**src/rtl/imem_loader.sv**
```systemverilog
// Byte-stream loader for the CPU instruction memory: header word count, little-endian
// data words written one per strobe, XOR checksum gating release of the CPU reset.
module imem_loader #(
    parameter int DEPTH  = 32,
    parameter int ADDR_W = 5
) (
    input  logic              clk,
    input  logic              reset,
    input  logic              start,
    input  logic [7:0]        in_data,
    input  logic              in_valid,
    output logic              in_ready,
    output logic              imem_we,
    output logic [ADDR_W-1:0] imem_addr,
    output logic [31:0]       imem_wdata,
    output logic              cpu_reset,
    output logic              done,
    output logic              error,
    output logic [ADDR_W:0]   words_loaded
);

    typedef enum logic [2:0] {
        ST_IDLE,
        ST_HEADER,
        ST_DATA,
        ST_CHECK,
        ST_DONE,
        ST_ERROR
    } state_t;

    localparam logic [7:0]      DEPTH_B = 8'(DEPTH);
    localparam logic [ADDR_W:0] WL_ONE  = (ADDR_W + 1)'(1);

    state_t            state;
    logic [ADDR_W:0]   n_words;
    logic [1:0]        byte_idx;
    logic [23:0]       word_buf;
    logic [7:0]        csum;
    logic              accept;

    assign accept    = in_valid && in_ready;
    assign in_ready  = (state == ST_HEADER) || (state == ST_DATA) || (state == ST_CHECK);
    assign cpu_reset = (state != ST_DONE);
    assign done      = (state == ST_DONE);
    assign error     = (state == ST_ERROR);

    always_ff @(posedge clk) begin
        if (reset) begin
            state        <= ST_IDLE;
            imem_we      <= 1'b0;
            imem_addr    <= '0;
            imem_wdata   <= '0;
            words_loaded <= '0;
            byte_idx     <= '0;
            csum         <= '0;
        end else begin
            imem_we <= 1'b0;
            case (state)
                ST_IDLE, ST_DONE, ST_ERROR: begin
                    if (start) begin
                        state        <= ST_HEADER;
                        words_loaded <= '0;
                        byte_idx     <= '0;
                        csum         <= '0;
                    end
                end
                ST_HEADER: begin
                    if (accept) begin
                        // Only the low bits are kept; the range check below guarantees they suffice.
                        n_words  <= in_data[ADDR_W:0];
                        byte_idx <= '0;
                        if (in_data == 8'd0 || in_data > DEPTH_B)
                            state <= ST_ERROR;
                        else
                            state <= ST_DATA;
                    end
                end
                ST_DATA: begin
                    if (accept) begin
                        csum     <= csum ^ in_data;
                        byte_idx <= byte_idx + 2'd1;
                        case (byte_idx)
                            2'd0: word_buf[7:0]   <= in_data;
                            2'd1: word_buf[15:8]  <= in_data;
                            2'd2: word_buf[23:16] <= in_data;
                            default: begin
                                // Last byte of the word goes straight into the write data,
                                // so the strobe overlaps acceptance of the next byte.
                                imem_we      <= 1'b1;
                                imem_addr    <= words_loaded[ADDR_W-1:0];
                                imem_wdata   <= {in_data, word_buf};
                                words_loaded <= words_loaded + WL_ONE;
                                if (words_loaded + WL_ONE == n_words)
                                    state <= ST_CHECK;
                            end
                        endcase
                    end
                end
                ST_CHECK: begin
                    if (accept)
                        state <= (in_data == csum) ? ST_DONE : ST_ERROR;
                end
                default: state <= ST_IDLE;
            endcase
        end
    end

endmodule

```
**config.mk**
```make
export PLATFORM = sky130hd
export DESIGN_NAME = imem_loader
export DESIGN_NICKNAME = d
export VERILOG_FILES = /design/src/rtl/imem_loader.sv
export SDC_FILE = /design/constraint.sdc
export NUM_CORES = 1
export LEC_CHECK = 0
export ABC_AREA = 1
export CAP_MARGIN = 40
export CELL_PAD_IN_SITES_DETAIL_PLACEMENT = 0
export CELL_PAD_IN_SITES_GLOBAL_PLACEMENT = 2
export CORE_UTILIZATION = 32
export CTS_CLUSTER_DIAMETER = 120
export CTS_CLUSTER_SIZE = 24
export DETAILED_ROUTE_END_ITERATION = 16
export GPL_ROUTABILITY_DRIVEN = 0
export HOLD_SLACK_MARGIN = 0.05
export PLACE_DENSITY_LB_ADDON = 0.1
export SYNTH_ARGS = -nofsm -noshare
export SYNTH_HDL_FRONTEND = slang
export SYNTH_SLANG_ARGS = --single-unit
```
**constraint.sdc**
```tcl
create_clock -name clk -period 2.8 [get_ports clk]
set_input_delay 0.42 -clock clk [delete_from_list [all_inputs] [get_ports clk]]
set_output_delay 0.42 -clock clk [all_outputs]
set_load 0.01 [all_outputs]
```
==> impl_metrics.toml, run 1 <==
[layout]
antenna_cells = 0
layout_commonest_cell = "nor2_1"
layout-drive-gt1-share = 0.0694
filler_cell_count = 1074
finish.net_count = 473
area_growth_syn_to_layout_pct = 25.7
layout_common_cells = "nor2_1 (91), clkdlybuf4s50_1 (59), dfxtp_1 (57), nand2_1 (56), o21ai_0 (49)"

[cts]
number_of_resized_instances_in_the_post_cts_repair_step = 0
cts_sinks = 87
clock_latency_ps = 350
cts_root_buffer = "clkbuf_8"
cts_made_buffers = 9
cts.reportedPaths.clkPinSlew_ps = 90
post_cts_hold_buffer_count = 0
cts_htree_levels = 3
cts_post_setup_buffers_inserted = 0
clock_tree_from_tritoncts = "done"
ctsLongestPathBuffers = 2

[detailed_routing]
totalWireLength_um = 8410
detailroute.via_count = 2786
detail_route.iter0.violations = 119
drt_drc_violations_left = 0
routedWlPerCell_um = 14.1
drt-vias-per-instance = 4.67
antenna_violation_net_count_after_detailed_routing = 0
drt_first_pass_iters = 4

[worst_hold_path]
min-delay-path-class = "flip-flop to flip-flop"

[global_routing]
first_global_vias = 2582
maximum_number_of_pins_on_one_net_before_global_route_repair = 49
antenna_found_initial = 0
track_usage = 0.159
grt-ovfl-total = 0
grt_pass1_wl_um = 13400

[floorplan]
core_region_area_um2 = 10500
floorplan.io_pins = 60
rows = 37
die_area_um2 = 11400
die_h_um = 107
chip_width_um = 107
initial_util = 0.335

[setup_path]
critical_path.startpoint_type = "flip-flop"
crit_required_ps = 2380
worstPathArrival_ps = 1820
criticalPathCategory = "flip-flop to output pin"
critical_path_peak_fanout = 13
crit_path_end_kind = "output pin"

[sta]
clock.fmax_mhz = 447
count_of_final_setup_violators = 0
worst_pin_slew_ps = 497
report.final.slew_viol_count = 0
tns_ps = 0
fin_skew_ps = 9.13
grt_setup_unrepaired = "false"
finalHoldViolations = 0
period_share = 0.799
finalCriticalPeriod_ps = 2240
whs_ps = 486
maxSlewHeadroom = 0.669

[yosys]
synth_fp_nets = 410
avgSynthCellArea_um2 = 8.97
number_of_cells_produced_by_synthesis = 393
ys_async_rst_share = 0
synth_cell_type_count = 26
synth-edff-count = 30
yosys_most_used_dff = "dfxtp_1"
yosysSeqAreaShare = 0.579
synth.yosys.warnings = 0
cell_area_after_synthesis_um2 = 3520
number_of_storage_elements_in_the_synthesis_netlist = 87

[placement]
port-buffer-count = 59
dpl.hpwl_um = 5540

[power_and_ir_drop]
power.leakage_uw = 0.00169
power.density_nw_per_um2 = 656
power.ir.vdd_worst_mv = 0.335

[flow_run]
drv.max_cap_violation_count = 0

[status]
outcome = "completed"
[cell type report]
type / instances / area, um^2 / share of cell area
clock inverters: 4 / 30.0 / 0.00678
clock buffers: 12 / 145 / 0.0328
inverters: 26 / 98.8 / 0.0223
multi-input cells: 264 / 1290 / 0.290
repair buffers: 68 / 658 / 0.149
well taps: 136 / 170 / 0.0384
flip-flops and latches: 87 / 2040 / 0.461
[cells by family (layout without fill, tap and decap cells)]
logic type | Yosys count | after routing | synth area share
AOI/OAI and AO/OA | 74 | 74 | 0.118
xor gates and xnor gates | 8 | 8 | 0.0199
adders and majority gates | 5 | 5 | 0.0177
buffers and inverters | 42 | 110 | 0.0557
DFF | 87 | 87 | 0.579
and+or+nand+nor | 177 | 177 | 0.209
[sequential cells by signal (all words and copies together) (netlist names)]
signal        flops
state             3
csum              8
byte_idx          2
imem_we           1
imem_addr         5
words_loaded      6
n_words           6
imem_wdata       32
word_buf         24
[power breakdown]
part	internal, uW	leakage [uW]	switching (uW)	total [uW]
Sequential	1390	0.000731	74.8	1470
Combinational	258	0.000872	369	627
Clock	353	0.0000874	458	811
[final timing paths]
kind / start / end / slack [ps] / depth (start not counted)
worst min-delay path: imem_wdata[25] / imem_wdata[25] / 490 / 2
worst max register to register: state[1] / words_loaded[5] / 720 / 9
worst min register to register: imem_wdata[25] / imem_wdata[25] / 490 / 2
worst max-delay path: state[1] / in_ready / 560 / 5
[metal layers]
metal / part of all wire / up-vias / GRT usage
met5: 0 / - / 0
met3: 0.042 / 11 / 0.0249
met4: 0.016 / 0 / 0.0656
met2: 0.46 / 60 / 0.244
met1: 0.49 / 1295 / 0.221
li1: - / 1420 / -
[worst max-delay path, cell delays in order (launching register included)]
cell	delay, ps
dfxtp_1	440
inv_2	100
nor3_4	140
inv_2	150
nand2_1	110
clkdlybuf4s50_1	530
[Yosys cell counts, drive strengths merged (2+ instances only)]
library cell  instances  area (um^2)
o211a                 8         80.1
o21ai                50          254
buf                   6         60.1
clkbuf               10         37.5
nand2                58          228
ha                    5         62.6
nor2                 93          359
nand3                19         95.1
xnor2                 8         70.1
inv                  25         93.8
a21oi                15         75.1
nand3b                2         15.0
edfxtp               30          901
nand4                 3         18.8
nor3                  2         21.3
dfxtp                57         1140
[metrics by stage]
stage,utilization,total power [uW],worst slack (ps),instances,area (um^2)
6_report,0.422,2910,562,597,4430
5_1_grt,0.422,3090,438,597,4430
4_1_cts,0.422,2950,517,597,4430
3_5_place_dp,0.405,2130,494,581,4260
3_3_place_gp,0.405,2130,544,581,4260
2_1_floorplan,-,1920,740,393,3520
No activity file was read; power rests on OpenSTA's default activity.
==> run 2: changes to the inputs <==
clock period = 2.3 ns   (was 2.8 ns; I/O delays follow)
==> run 2 against run 1 <==
  * Setup slack worse by 440 ps
  * Design area up 2.6%
  * Clock power up 34%
  * Hold slack better by 3.4 ps
  * Critical path type unchanged
==> impl_metrics.toml, run 2 (same netlist as run 1, synthesis figures left out) <==
[status]
outcome = "completed"

[setup_path]
crit_required_ps = 1960
critical_path.startpoint_type = "flip-flop"
crit_path_end_kind = "output pin"
critical_path_peak_fanout = 13
worstPathArrival_ps = 1830
criticalPathCategory = "flip-flop to output pin"

[sta]
finalHoldViolations = 0
whs_ps = 490
tns_ps = 0
report.final.slew_viol_count = 0
finalCriticalPeriod_ps = 2180
grt_setup_unrepaired = "false"
clock.fmax_mhz = 460
period_share = 0.946
worst_pin_slew_ps = 394
post-route-worst-setup-slack_ps = 124
count_of_final_setup_violators = 0
fin_skew_ps = 13.1
maxSlewHeadroom = 0.737

[detailed_routing]
drt-vias-per-instance = 4.64
wl_met3_um = 372
drt_first_pass_iters = 4
antenna_violation_net_count_after_detailed_routing = 0
detailroute.via_count = 2818
drt_drc_violations_left = 0
route.met2.wl_um = 4280
totalWireLength_um = 8680
detail_route.iter0.violations = 94
routedWlPerCell_um = 14.3
met1Wirelength_um = 3970
topRoutingLayerUsed = "met4"

[layout]
largestRegisters = "imem_wdata (32), word_buf (24), csum (8)"
layout_common_cells = "nor2_1 (91), clkdlybuf4s50_1 (59), nand2_1 (56), dfxtp_1 (56), o21ai_0 (49)"
largest-register = "imem_wdata"
filler_cell_count = 1068
antenna_cells = 0
finish.net_count = 483
layout-drive-gt1-share = 0.0955
area_growth_syn_to_layout_pct = 29.0
largest_register_ffs = 32
layout_commonest_cell = "nor2_1"

[worst_hold_path]
min-delay-path-class = "flip-flop to flip-flop"

[floorplan]
chip_width_um = 107
initial_util = 0.335
die_h_um = 107
floorplan.io_pins = 60
core_region_area_um2 = 10500
rows = 37
die_area_um2 = 11400

[power_and_ir_drop]
power.ir.vdd_worst_mv = 0.434
power.leakage_uw = 0.00176
p_comb_frac = 0.217
switchingPower_uw = 1150
p_int_uw = 2540
clock_power_share = 0.296
seq_power_share = 0.486
power_switching_share = 0.312
power.density_nw_per_um2 = 812

[cts]
post_cts_hold_buffer_count = 0
cts_htree_levels = 3
cts_root_buffer = "clkbuf_8"
cts.reportedPaths.clkPinSlew_ps = 90
cts_made_buffers = 9
clock_latency_ps = 360
cts_sinks = 87
clock_tree_from_tritoncts = "done"
ctsLongestPathBuffers = 2

[placement]
dp_worst_setup_slack_ps = 279
dpl.hpwl_um = 6090
port-buffer-count = 59

[global_routing]
grt-ovfl-total = 0
first_global_vias = 2704
antenna_found_initial = 0
grt_pass1_wl_um = 13900
track_usage = 0.161
maximum_number_of_pins_on_one_net_before_global_route_repair = 34

[flow_run]
drv.max_cap_violation_count = 0
[run 2: changes by cell type in the layout (fill, tap and decap cells not counted), sizes merged]
cell,before,now
buf,9,19
clkbuf,12,11
clkinv,2,4
inv,27,26
[run 2: routing by layer]
metal / track usage / vias to the layer above
met2: 0.271 / 53
met1: 0.204 / 1325
met4: 0.0440 / 0
li1: - / 1436
met3: 0.0432 / 4
met5: 0 / -
[run 2: critical path: stages, from the launching register on]
cell and delay [ps]:
dfxtp_2 390, inv_2 90, nor3_4 240, inv_4 120, nand2_1 100, clkdlybuf4s50_1 530
[run 2: power groups by stage]
| stage | Combinational [uW] | Clock, uW | Sequential, uW |
|---|---|---|---|
| floorplan | 536 | 0 | 1810 |
| global placement | 794 | 0 | 1830 |
| detailed placement | 795 | 0 | 1830 |
| CTS | 807 | 1140 | 1790 |
| global route | 909 | 1190 | 1810 |
| finish | 803 | 1090 | 1790 |
[run 2: area by class of cell]
cell class,instances,area [um^2],area share
Clock inverter,5,50.0,0.0110
Timing Repair Buffer,78,733,0.161
Tap cell,136,170,0.0374
Clock buffer,11,163,0.0358
Inverter,26,101,0.0223
Sequential cell,87,2040,0.449
Multi-Input combinational cell,264,1290,0.283
[run 2: worst paths after layout]
kind / slack (ps) / end / from / depth (start not counted)
min: 490 / imem_wdata[31] / imem_wdata[31] / 2
max reg2reg: 530 / imem_wdata[9] / state[1] / 9
max: 120 / in_ready / state[1] / 5
min reg2reg: 490 / imem_wdata[31] / imem_wdata[31] / 2
[run 2: stage by stage]
step | total power (uW) | std cells | util | cell area [um^2]
after floorplan | 2340 | 393 | - | 3520
after global placement | 2620 | 590 | 0.411 | 4320
after global routing | 3910 | 607 | 0.433 | 4550
final | 3690 | 607 | 0.433 | 4550
after CTS | 3740 | 607 | 0.432 | 4540
after detailed placement | 2620 | 590 | 0.411 | 4320
[run 2: what timing repair did]
action	in CTS	in global routing
buffers inserted	1	0
pin swaps	1	0
setup endpoints to repair	1	1
gates resized for setup	1	1
